--- src/rtl/uart_cfg.sv ---
// rtl/uart_cfg.sv - parametrised full-duplex UART with runtime baud, parity, stop bits and break detect
//
// Purpose: serialises SoC-side payloads onto tx_pin and deserialises rx_pin
// back into payloads. One clk domain. One oversample tick is baud_div+1 clk
// cycles and one bit lasts OVERSAMPLE ticks. Runtime configuration is latched
// per frame (TX at accept, RX at start-edge detect).
//
// Ports:
//   clk          system clock
//   reset        asynchronous active-high reset
//   baud_div     oversample-tick divisor minus 1
//   parity_mode  00 none, 01 even, 10 odd, 11 none
//   stop_bits2   1 = two TX stop bits, 0 = one
//   send_request TX request, accepted while tx_busy=0
//   tx_data      TX payload, sampled on accept
//   rx_pin       asynchronous serial input
//   tx_pin       serial output, idle high
//   tx_busy      TX frame in progress
//   tx_done      one-cycle pulse on the last cycle of the final stop bit
//   rx_data      last received payload
//   data_ready   one-cycle pulse, RX frame complete
//   parity_err   parity mismatch, valid with data_ready
//   frame_err    stop bit sampled low, valid with data_ready
//   break_det    all sampled bits low including stop, valid with data_ready
module uart_cfg #(
  parameter int DATA_BITS  = 8,
  parameter int OVERSAMPLE = 16,
  parameter int DIV_WIDTH  = 16
) (
  input  logic                 clk,
  input  logic                 reset,
  input  logic [DIV_WIDTH-1:0] baud_div,
  input  logic [1:0]           parity_mode,
  input  logic                 stop_bits2,
  input  logic                 send_request,
  input  logic [DATA_BITS-1:0] tx_data,
  input  logic                 rx_pin,
  output logic                 tx_pin,
  output logic                 tx_busy,
  output logic                 tx_done,
  output logic [DATA_BITS-1:0] rx_data,
  output logic                 data_ready,
  output logic                 parity_err,
  output logic                 frame_err,
  output logic                 break_det
);

  localparam int TW = $clog2(OVERSAMPLE);
  localparam int BW = $clog2(DATA_BITS);
  localparam logic [TW-1:0] TICK_LAST = TW'(OVERSAMPLE - 1);
  localparam logic [TW-1:0] TICK_PRE  = TW'(OVERSAMPLE - 2);
  localparam logic [TW-1:0] TICK_HALF = TW'(OVERSAMPLE / 2 - 1);
  localparam logic [BW-1:0] BIT_LAST  = BW'(DATA_BITS - 1);

  // ---------------------------------------------------------------- TX
  typedef enum logic [2:0] {TX_IDLE, TX_START, TX_DATA, TX_PARITY, TX_STOP} tx_state_t;

  tx_state_t            r_tx_state;
  logic [DIV_WIDTH-1:0] r_tx_div_lat;
  logic [DIV_WIDTH-1:0] r_tx_div_cnt;
  logic [TW-1:0]        r_tx_tick;
  logic [BW-1:0]        r_tx_bit;
  logic [DATA_BITS-1:0] r_tx_shift;
  logic                 r_tx_par_en;
  logic                 r_tx_par_bit;
  logic                 r_tx_stop2;
  logic                 r_tx_stop_idx;
  logic                 r_tx_pin;
  logic                 r_tx_busy;
  logic                 r_tx_done;

  logic w_tx_div_wrap;
  logic w_tx_bit_end;
  logic w_tx_pre_end;
  logic w_tx_last_stop;

  assign w_tx_div_wrap  = (r_tx_div_cnt == r_tx_div_lat);
  assign w_tx_bit_end   = w_tx_div_wrap && (r_tx_tick == TICK_LAST);
  // Cycle before the last cycle of a bit; tx_done is registered, so it has to
  // be set one cycle early to be high during the final cycle of the frame.
  assign w_tx_pre_end   = (r_tx_div_lat == '0) ? (r_tx_tick == TICK_PRE)
                        : ((r_tx_tick == TICK_LAST) &&
                           (r_tx_div_cnt == r_tx_div_lat - DIV_WIDTH'(1)));
  assign w_tx_last_stop = !r_tx_stop2 || r_tx_stop_idx;

  always_ff @(posedge clk or posedge reset) begin
    if (reset) begin
      r_tx_state    <= TX_IDLE;
      r_tx_div_lat  <= '0;
      r_tx_div_cnt  <= '0;
      r_tx_tick     <= '0;
      r_tx_bit      <= '0;
      r_tx_shift    <= '0;
      r_tx_par_en   <= 1'b0;
      r_tx_par_bit  <= 1'b0;
      r_tx_stop2    <= 1'b0;
      r_tx_stop_idx <= 1'b0;
      r_tx_pin      <= 1'b1;
      r_tx_busy     <= 1'b0;
      r_tx_done     <= 1'b0;
    end else begin
      r_tx_done <= 1'b0;
      if (r_tx_state != TX_IDLE) begin
        if (w_tx_div_wrap) begin
          r_tx_div_cnt <= '0;
          r_tx_tick    <= (r_tx_tick == TICK_LAST) ? '0 : r_tx_tick + TW'(1);
        end else begin
          r_tx_div_cnt <= r_tx_div_cnt + DIV_WIDTH'(1);
        end
      end
      case (r_tx_state)
        TX_IDLE: begin
          if (send_request) begin
            r_tx_div_lat <= baud_div;
            r_tx_par_en  <= (parity_mode == 2'b01) || (parity_mode == 2'b10);
            r_tx_par_bit <= (^tx_data) ^ (parity_mode == 2'b10);
            r_tx_stop2   <= stop_bits2;
            r_tx_shift   <= tx_data;
            r_tx_div_cnt <= '0;
            r_tx_tick    <= '0;
            r_tx_busy    <= 1'b1;
            r_tx_pin     <= 1'b0;
            r_tx_state   <= TX_START;
          end
        end
        TX_START: begin
          if (w_tx_bit_end) begin
            r_tx_pin   <= r_tx_shift[0];
            r_tx_bit   <= '0;
            r_tx_state <= TX_DATA;
          end
        end
        TX_DATA: begin
          if (w_tx_bit_end) begin
            if (r_tx_bit == BIT_LAST) begin
              r_tx_stop_idx <= 1'b0;
              if (r_tx_par_en) begin
                r_tx_pin   <= r_tx_par_bit;
                r_tx_state <= TX_PARITY;
              end else begin
                r_tx_pin   <= 1'b1;
                r_tx_state <= TX_STOP;
              end
            end else begin
              r_tx_shift <= r_tx_shift >> 1;
              r_tx_pin   <= r_tx_shift[1];
              r_tx_bit   <= r_tx_bit + BW'(1);
            end
          end
        end
        TX_PARITY: begin
          if (w_tx_bit_end) begin
            r_tx_pin   <= 1'b1;
            r_tx_state <= TX_STOP;
          end
        end
        TX_STOP: begin
          if (w_tx_last_stop && w_tx_pre_end) begin
            r_tx_done <= 1'b1;
          end
          if (w_tx_bit_end) begin
            if (w_tx_last_stop) begin
              r_tx_busy  <= 1'b0;
              r_tx_state <= TX_IDLE;
            end else begin
              r_tx_stop_idx <= 1'b1;
            end
          end
        end
        default: r_tx_state <= TX_IDLE;
      endcase
    end
  end

  // ---------------------------------------------------------------- RX
  typedef enum logic [2:0] {RX_IDLE, RX_START, RX_DATA, RX_PARITY, RX_STOP, RX_BREAK} rx_state_t;

  rx_state_t            r_rx_state;
  logic                 r_rx_s1;
  logic                 r_rx_s2;
  logic                 r_rx_prev;
  logic [DIV_WIDTH-1:0] r_rx_div_lat;
  logic [DIV_WIDTH-1:0] r_rx_div_cnt;
  logic [TW-1:0]        r_rx_tick;
  logic [BW-1:0]        r_rx_bit;
  logic [DATA_BITS-1:0] r_rx_shift;
  logic                 r_rx_par_en;
  logic                 r_rx_odd;
  logic                 r_rx_par_bit;
  logic                 r_rx_ones;
  logic [DATA_BITS-1:0] r_rx_data;
  logic                 r_rx_dr;
  logic                 r_rx_perr;
  logic                 r_rx_ferr;
  logic                 r_rx_brk;

  logic w_rx_div_wrap;
  logic w_rx_half;
  logic w_rx_full;
  logic w_rx_par_err;
  logic w_rx_break;

  assign w_rx_div_wrap = (r_rx_div_cnt == r_rx_div_lat);
  assign w_rx_half     = w_rx_div_wrap && (r_rx_tick == TICK_HALF);
  assign w_rx_full     = w_rx_div_wrap && (r_rx_tick == TICK_LAST);
  assign w_rx_par_err  = r_rx_par_en && (r_rx_par_bit != ((^r_rx_shift) ^ r_rx_odd));
  assign w_rx_break    = !r_rx_s2 && !r_rx_ones;

  // Synchroniser flops reset high so a reset does not look like a start edge.
  always_ff @(posedge clk or posedge reset) begin
    if (reset) begin
      r_rx_s1   <= 1'b1;
      r_rx_s2   <= 1'b1;
      r_rx_prev <= 1'b1;
    end else begin
      r_rx_s1   <= rx_pin;
      r_rx_s2   <= r_rx_s1;
      r_rx_prev <= r_rx_s2;
    end
  end

  always_ff @(posedge clk or posedge reset) begin
    if (reset) begin
      r_rx_state   <= RX_IDLE;
      r_rx_div_lat <= '0;
      r_rx_div_cnt <= '0;
      r_rx_tick    <= '0;
      r_rx_bit     <= '0;
      r_rx_shift   <= '0;
      r_rx_par_en  <= 1'b0;
      r_rx_odd     <= 1'b0;
      r_rx_par_bit <= 1'b0;
      r_rx_ones    <= 1'b0;
      r_rx_data    <= '0;
      r_rx_dr      <= 1'b0;
      r_rx_perr    <= 1'b0;
      r_rx_ferr    <= 1'b0;
      r_rx_brk     <= 1'b0;
    end else begin
      r_rx_dr <= 1'b0;
      if (r_rx_state != RX_IDLE && r_rx_state != RX_BREAK) begin
        if (w_rx_div_wrap) begin
          r_rx_div_cnt <= '0;
          r_rx_tick    <= (r_rx_tick == TICK_LAST) ? '0 : r_rx_tick + TW'(1);
        end else begin
          r_rx_div_cnt <= r_rx_div_cnt + DIV_WIDTH'(1);
        end
      end
      case (r_rx_state)
        RX_IDLE: begin
          if (r_rx_prev && !r_rx_s2) begin
            r_rx_div_lat <= baud_div;
            r_rx_par_en  <= (parity_mode == 2'b01) || (parity_mode == 2'b10);
            r_rx_odd     <= (parity_mode == 2'b10);
            r_rx_div_cnt <= '0;
            r_rx_tick    <= '0;
            r_rx_state   <= RX_START;
          end
        end
        RX_START: begin
          if (w_rx_half) begin
            // Restart the tick count so later samples land at mid-bit.
            r_rx_tick <= '0;
            if (r_rx_s2) begin
              r_rx_state <= RX_IDLE;
            end else begin
              r_rx_bit   <= '0;
              r_rx_ones  <= 1'b0;
              r_rx_state <= RX_DATA;
            end
          end
        end
        RX_DATA: begin
          if (w_rx_full) begin
            r_rx_shift <= {r_rx_s2, r_rx_shift[DATA_BITS-1:1]};
            r_rx_ones  <= r_rx_ones | r_rx_s2;
            if (r_rx_bit == BIT_LAST) begin
              r_rx_state <= r_rx_par_en ? RX_PARITY : RX_STOP;
            end else begin
              r_rx_bit <= r_rx_bit + BW'(1);
            end
          end
        end
        RX_PARITY: begin
          if (w_rx_full) begin
            r_rx_par_bit <= r_rx_s2;
            r_rx_ones    <= r_rx_ones | r_rx_s2;
            r_rx_state   <= RX_STOP;
          end
        end
        RX_STOP: begin
          if (w_rx_full) begin
            r_rx_dr    <= 1'b1;
            r_rx_data  <= r_rx_shift;
            r_rx_perr  <= w_rx_par_err;
            r_rx_ferr  <= !r_rx_s2;
            r_rx_brk   <= w_rx_break;
            r_rx_state <= w_rx_break ? RX_BREAK : RX_IDLE;
          end
        end
        RX_BREAK: begin
          // Hold off re-arming until the line has gone back high.
          if (r_rx_s2) begin
            r_rx_state <= RX_IDLE;
          end
        end
        default: r_rx_state <= RX_IDLE;
      endcase
    end
  end

  assign tx_pin     = r_tx_pin;
  assign tx_busy    = r_tx_busy;
  assign tx_done    = r_tx_done;
  assign rx_data    = r_rx_data;
  assign data_ready = r_rx_dr;
  assign parity_err = r_rx_perr;
  assign frame_err  = r_rx_ferr;
  assign break_det  = r_rx_brk;

endmodule

--- config.mk ---
export PLATFORM = sky130hd
export DESIGN_NAME = uart_cfg
export DESIGN_NICKNAME = d
export VERILOG_FILES = /design/src/rtl/uart_cfg.sv
export SDC_FILE = /design/constraint.sdc
export NUM_CORES = 1
export LEC_CHECK = 0
export ABC_AREA = 1
export CAP_MARGIN = 20
export CORE_MARGIN = 8
export CORE_UTILIZATION = 65
export DETAILED_ROUTE_END_ITERATION = 16
export PLACE_DENSITY = 0.87
export SYNTH_ARGS = -nofsm -noshare
export SYNTH_HDL_FRONTEND = slang
export SYNTH_SLANG_ARGS = --single-unit
--- constraint.sdc ---
create_clock -name clk -period 7.21 [get_ports clk]
set_input_delay 1.442 -clock clk [delete_from_list [all_inputs] [get_ports clk]]
set_output_delay 1.442 -clock clk [all_outputs]
set_load 0.02 [all_outputs]
==> Word-level counts from Yosys, hierarchy flattened <==
Cells that the tools add are included.
{ "word_totals": {"output_inout_bits": 15, "elab_cells": 202, "register_bits": 126, "input_bits": 31} }
{ "classes": {"reduce_logical": 43, "bitwise_logic": 3, "mux": 77, "addsub": 7, "n_eq_ne": 41} }
{ "op_table": {"columns": ["operator", "count"], "rows": [
  ["$mux W16", 8],
  ["$mux W3", 24],
  ["$eq A16 B16 Y1", 3],
  ["$mux W4", 10],
  ["$ne A2 B2 Y1 const B", 18],
  ["$add A16 B1 Y16 const B", 2],
  ["$mux W8", 3],
  ["$mux W1", 21],
  ["$pmux W3 S6", 1],
  ["$logic_not A16 Y1", 1],
  ["$pmux W8 S2", 1],
  ["$reduce_and A4 Y1", 4],
  ["$reduce_xor A8 Y1", 2],
  ["$sub A16 B1 Y16 const B", 1],
  ["$eq A3 B3 Y1 const B", 5],
  ["$pmux W3 S5", 1],
  ["$reduce_and A5 Y1", 3],
  ["$reduce_and A7 Y1", 2],
  ["$eq A3 B2 Y1 const B", 4],
  ["$eq A4 B4 Y1 const B", 3],
  ["$pmux W3 S2", 2],
  ["$reduce_bool A2 Y1", 6],
  ["$reduce_and A2 Y1", 5],
  ["$logic_and A1 B1 Y1", 9],
  ["other kinds (21)", 32]
]} }

==> Longest topological paths before layout <==
{ "depth": {"depth_word": 7, "depth_mapped": 13, "depth_no_buf": 13} }

==> Worst setup path before layout <==
OpenSTA, ideal clock, no wires.
{ "synth_path": {"path_type": "input to register", "startpoint": "in parity_mode[0]", "endpoint": "reg r_tx_par_bit", "setup_ns": 0.126, "path_slack_ns": 4.878, "arrival_ns": 2.206, "stages": 7, "path_cell_list": "inv_1 -> ha_1 -> xor2_1 -> xor2_1 -> nand2_1 -> nand3_1 -> o21ai_0"} }
{ "synth_between": {"elab_chain_cells": 2} }
{ "synth_rtl": {"columns": ["element", "line_no", "source"], "rows": [
  ["start: declaration", "33", "input logic [1:0] parity_mode,"],
  ["$eq A2 B2 Y1", "116", "r_tx_par_bit <= (^tx_data) ^ (parity_mode == 2'b10);"],
  ["$xor A1 B1 Y1", "116", null],
  ["end signal: assignment", "116", null],
  ["end: declaration", "65", "logic r_tx_par_bit;"]
]} }
Every way passes these cells.
A chain may end at the register's enable or synchronous reset.

==> Worst setup path in the final report <==
{ "layout_path": {"startpoint": "in send_request", "endpoint": "reg r_tx_shift[1]"} }
{ "layout_between": {"elab_chain_cells": 2} }
{ "layout_rtl": {"columns": ["element", "line_no", "source"], "rows": [
  ["start: declaration", "35", "input logic send_request,"],
  ["$ne A2 B2 Y1 (no source line)", null, null],
  ["$reduce_and A4 Y1 (no source line)", null, null],
  ["end signal: assignment", "118", "r_tx_shift <= tx_data;"],
  ["end signal: assignment", "145", "r_tx_shift <= r_tx_shift >> 1;"],
  ["end: declaration", "63", "logic [DATA_BITS-1:0] r_tx_shift;"]
]} }
Every way passes these cells.

==> results.md <==
- Post-CTS Setup Inserts: 0
- Final WL: roughly 16 mm
- CP Data Required Time: about 7700 ps
- Pre-CTS setup slack: 3470 ps
- Avg WL per Cell: 14.1 um
- Fin util: 0.764
- CTS tree: done
- Area grow syn2layout: 15.0%
- Setup crit start kind: primary input
- DRC violations left: 0
- Pre-antenna DRT Iters: 6
- Vias/cell: 5.42
- Critical path type: primary input to flip-flop
- Final-report hold violation count: 0
- Distinct cells, synth: 39
- Layout Nets: 1043
- Crit end category: flip-flop
- Slew HR: 0.265
- Antenna violations before repair: 0
- Starting Density: 0.665
- Worst-path clk slew: 60 ps
- Num CTS Buffers: 17
- Post-synth top flop: dfrtp_1
- Port Buf Inserts: 45
- Synth Instances: approximately 960
- Crit-path most repeated cell: nand2_1
- Power per Cell Area: 251 mW/mm2
- Io pins: 46
- Worst path bufs/invs: 2
- Hold Buf Count CTS: 0
- CTS root buf: clkbuf_8
- Slowest cell on crit path: nand2_1
- Worst-path maximum fanout: 39
- Resize count post-CTS: 0
- Final WS setup: 3910 ps
- Sink Count: around 130
- Final Wtd Congestion: 0.881
- Die Footprint: 0.0147 mm2
- Setup violations, final: 0
- Gr usage total: 0.229
- Final setup TNS: 0 ps
- First-pass GRT wire length: 27.3 mm
- Vias in the first global route: 5895
- Reg-to-reg setup timing slack: about 4300 ps
- Max Transition Viols Final: 0
- CP peak stage delay: between 700 and 800 ps
- H-tree depth: 4
- CORE AREA: about 0.011 mm2
- HP Class: flip-flop to flip-flop
- Mapped Nets: 997
- Core Rows: 38
- Grt ovf: 0
- Worst Max-Slew Pin Slew: approximately 1100 ps
- Top cell family by delay on the critical path: simple AND/OR/NAND/NOR gates
- Vias: 6252
- Routed Antenna Nets: 0
- Fmax: 303 MHz
- Ys async rst share: 1.00
- Final Cycle Share: 0.457
- Final min period: around 3300 ps
- Worst path cell trace: clkdlybuf4s50_1, nand2_1, inv_1, o21ai_2, nand2_1, o21ai_1
- Synthesized flop and latch total: between 100 and 150
- Synthesized area per cell: 7.51 um2
- Mapped Area: 0.00717 mm2
- Unrepaired setup endpoints after global routing: false
- Outcome: finished clean
- Post-DP HPWL: roughly 11 mm
- Largest net degree at the start of global routing: between 70 and 80
- Post-synth EDFFs: 0
- Clk_skew: 7.63 ps
- Die height: 121 um
- Synth warn: 0
- Fraction of layout instances using a drive strength above 1: 0.0750
- Die Span X: roughly 120 um
- Worst-skew pair later-pin latency: about 530 ps
- Clock buffer depth: 2
- Peak VDD IR: 0.201 mV
- Leak: 4.16 nW
- N_diodes: 0
- Post-synthesis sequential area ratio: 0.440
- Crit path DAT: approximately 3700 ps
- Max Cap Viol: 0
- Iter 0 DRT Violations: 623
## sequential cells by signal, indices dropped and copies added (netlist names), 8 cells and up
name	count
r_rx_shift	8
r_rx_div_lat	16
r_tx_div_cnt	16
r_tx_shift	8
rx_data	8
r_tx_div_lat	16
r_rx_div_cnt	16
## final timing paths
path                               start             to  depth (start not counted)
max                         send_request  r_tx_shift[1]                          6
min reg2reg                      r_rx_s1        r_rx_s2                          0
max in group asynchronous          reset    r_tx_bit[2]                          3
min                              r_rx_s1        r_rx_s2                          0
min in group asynchronous          reset     rx_data[1]                          2
max reg2reg                r_tx_state[1]  r_tx_shift[1]                          8
## stage by stage
step	area (um2)	cells	total power, mW	hold WS [ps]
detailed placement	7690	1122	1.27	347
floorplan	7170	955	1.17	345
CTS	8250	1154	2.07	355
finish	8250	1154	2.07	355
global route	8250	1154	2.17	363
global placement	7690	1122	1.25	346
## synth_stat cells, types with 2 or more instances
master	n	area, um2
nor3_1	11	55.1
o211ai_1	3	22.5
buf_2	7	35.0
buf_6	5	56.3
a21oi_1	19	95.1
o21ai_2	16	140
inv_1	124	465
nand3_1	53	265
o22ai_1	11	68.8
inv_2	3	11.3
a22oi_1	2	15.0
dfrtp_1	122	3050
nor2_2	8	50.1
xnor2_1	12	105
o21ai_0	63	315
mux2i_1	7	70.1
nor2_1	98	368
xor2_1	37	324
ha_1	11	138
nor3_2	2	20.0
nor3b_1	2	15.0
dfstp_2	4	105
o21ai_1	8	40.0
nand2b_1	2	12.5
or2_2	2	12.5
o21bai_1	2	15.0
nand2_1	290	1090
nand4_1	11	68.8
nand3b_1	5	37.5
clkbuf_1	6	22.5
## cell families after synthesis
kind of cell	after synthesis	synth area share
mux	8	0.0113
compound gates	125	0.100
xor+xnor	49	0.0598
fa+ha+maj	11	0.0192
flops	126	0.440
simple gates	488	0.284
buf+inv	148	0.0848
## cell usage in the layout (no fill, tap or decap), types with 4 or more instances in the layout
cell and instances:
nand2_1 290, inv_1 123, dfrtp_1 122, nor2_1 98
o21ai_0 63, nand3_1 53, clkdlybuf4s50_1 45, xor2_1 37
a21oi_1 19, o21ai_2 16, clkbuf_16 16, xnor2_1 12
nor3_1 11, nand4_1 11, o22ai_1 11, ha_1 11
nor2_2 8, o21ai_1 8, mux2i_1 7, nand3b_1 5
clkinvlp_4 4, dfstp_2 4
## final cells by class
type | count | area, um2
Multi-Input combinational cell | 681 | 3410
Sequential cell | 126 | 3160
Fill cell | 744 | 2550
Inverter | 128 | 485
Timing Repair Buffer | 47 | 465
Clock buffer | 20 | 445
Tap cell | 140 | 175
Clock inverter | 12 | 110
## power by group
part,leakage [nW],switching (mW),total (mW),internal (mW)
sequential,1.67,0.0818,0.866,0.784
combinational,2.23,0.255,0.400,0.145
clock,0.264,0.327,0.804,0.477
## metal layers
layer	GRT usage	wire length [um]
met2	0.375	7900
met3	0.0451	816
met5	0	0
met4	0.0835	321
met1	0.297	7190
No activity file was read; power rests on OpenSTA's default activity.
==> patch (same settings) <==
The 6 states of `rx_state_t` get a Gray code encoding in 3 bits.
--- a/src/rtl/uart_cfg.sv
+++ b/src/rtl/uart_cfg.sv
@@ -175,3 +175,3 @@
   // ---------------------------------------------------------------- RX
-  typedef enum logic [2:0] {RX_IDLE, RX_START, RX_DATA, RX_PARITY, RX_STOP, RX_BREAK} rx_state_t;
+  typedef enum logic [2:0] {RX_IDLE = 3'b000, RX_START = 3'b001, RX_DATA = 3'b011, RX_PARITY = 3'b010, RX_STOP = 3'b110, RX_BREAK = 3'b111} rx_state_t;
 
Check against the original RTL: no difference found for any inputs over 10 cycles, from zero or initial values and one cycle with reset high; not proved beyond that.
==> patch against the original RTL <==
Wire length is 2.5% higher. Count of clock-buffer cells in the layout is 3 lower. First-iteration DRC count is 12% lower. Sequential share of layout area is 0.22 points higher. Synthesized area is 1.4% lower. Via count is 2.7% lower. Final area is 0.56% lower. Sequential cell count stayed put. Highest routed layer unchanged. Worst setup slack better by 0.13 ns. Critical path type unchanged. Hold slack better by 0.0024 ns.
Power is not compared: it rests on default switching activity, and its combinational part moved more than twofold at a synthesized area within 25%.
==> patch: results (changes against the original RTL) <==
status: "finished clean"
grt_pass1_wl_um: 27900  # +2.4%
place_area_mm2: 0.00761  # -1.0%
worst_pin_slew_ns: 0.942  # -0.157 ns
n_antenna_cell: 0  # unchanged
synthMuxAreaShare_pct: 0.849  # -0.28 points
dpl.hpwl_um: 11100  # -2.0%
ys_seq_area_share_pct: 44.7  # +0.64 points
critical_path_arrival_ns: 3.59  # -0.15 ns
cpPeakStageDelay_ns: 0.69  # -0.06 ns
synth_nets: 939  # -5.8%
cp_max_fo: 24  # -38%
drtIter0Drc: 548  # -12%
globalplace.congestion: 0.875  # -0.74%
avgSynthCellArea_um2: 7.88  # +4.9%
routedWlPerCell_um: 15.1  # +7.8%
synth_common_cells: "nand2_1, dfrtp_1, inv_1, nor2_1, o21ai_0"
fin_worst_skew_ns: 0.0101  # +0.00249 ns
grt.total_usage_pct: 23.9  # +0.94 points
dr.pass1.iters: 5  # -1
layout.nets: 987  # -5.4%
finalWirelength_um: 16600  # +2.5%
ys_types: 42  # +7.7%
synth_adder_area_share_pct: 1.95  # +0.028 points
synth_xor_area_share_pct: 7.79  # +1.8 points
cp_top_family: "buffers and inverters"
==> patch: cell types whose count changed in the layout (fill, tap and decap cells not counted), moves of 6 or more <==
cell,change
inv_1,-34
xor2_1,+7
o21ai_2,-8
inv_2,+10
o21ai_1,+12
nand4_1,-6
nand3_1,-8
nor2_1,-12
nand2_1,-33
==> patch: area by class of cell <==
type                            instances  area, um2
Multi-Input combinational cell        647       3410
Inverter                              106        404
Clock inverter                         15        173
Tap cell                              140        175
Timing Repair Buffer                   47        465
Sequential cell                       126       3160
Fill cell                             766       2540
Clock buffer                           17        414
==> patch: where the power goes <==
group	switching, mW	leakage [nW]	internal (mW)
combinational	0.682	1.97	0.384
sequential	0.190	1.65	0.889
clock	0.358	0.279	0.503
total	1.23	3.91	1.78
==> patch: cells by family (layout without fill, tap and decap cells) <==
group           after synthesis  in the layout
simple gates                443            443
compound gates              125            125
fa+ha+maj                    11             11
mux                           6              6
flops                       126            126
buf+inv                     124            185
xor+xnor                     62             62
==> patch: routing by layer <==
layer  vias to the layer above  track usage (%)  share of wire, %
li1                       2938                -                 -
met1                      2887             31.0                43
met2                       220             38.7                49
met3                        36             5.45               6.3
met4                         0             8.43               1.9
met5                         -                0                 0
==> patch: final timing paths <==
kind | to | slack [ns] | start | cells past startpoint
setup / recovery | r_tx_div_lat[9] | 4.05 | send_request | 5
hold / removal | r_rx_s2 | 0.36 | r_rx_s1 | 0
setup reg to reg | r_tx_div_lat[9] | 4.72 | r_tx_state[1] | 5
hold reg to reg | r_rx_s2 | 0.36 | r_rx_s1 | 0
max in group asynchronous | r_rx_bit[1] | 4.55 | reset | 3
min in group asynchronous | r_tx_div_cnt[2] | 1.47 | reset | 2
==> patch: stage by stage <==
stage	setup WS, ns	util (%)
finish	4.05	76.3
global route	3.83	76.3
CTS	4.09	76.3
detailed placement	3.57	70.9
global placement	3.60	70.9
floorplan	2.42	-
==> patch: worst register-to-register path, delay by kind of cell (launching register included) <==
kind,cells,cell delay [ns]
simple gates,3,1.05
compound gates,1,0.33
flops,1,0.43
buf+inv,1,0.57
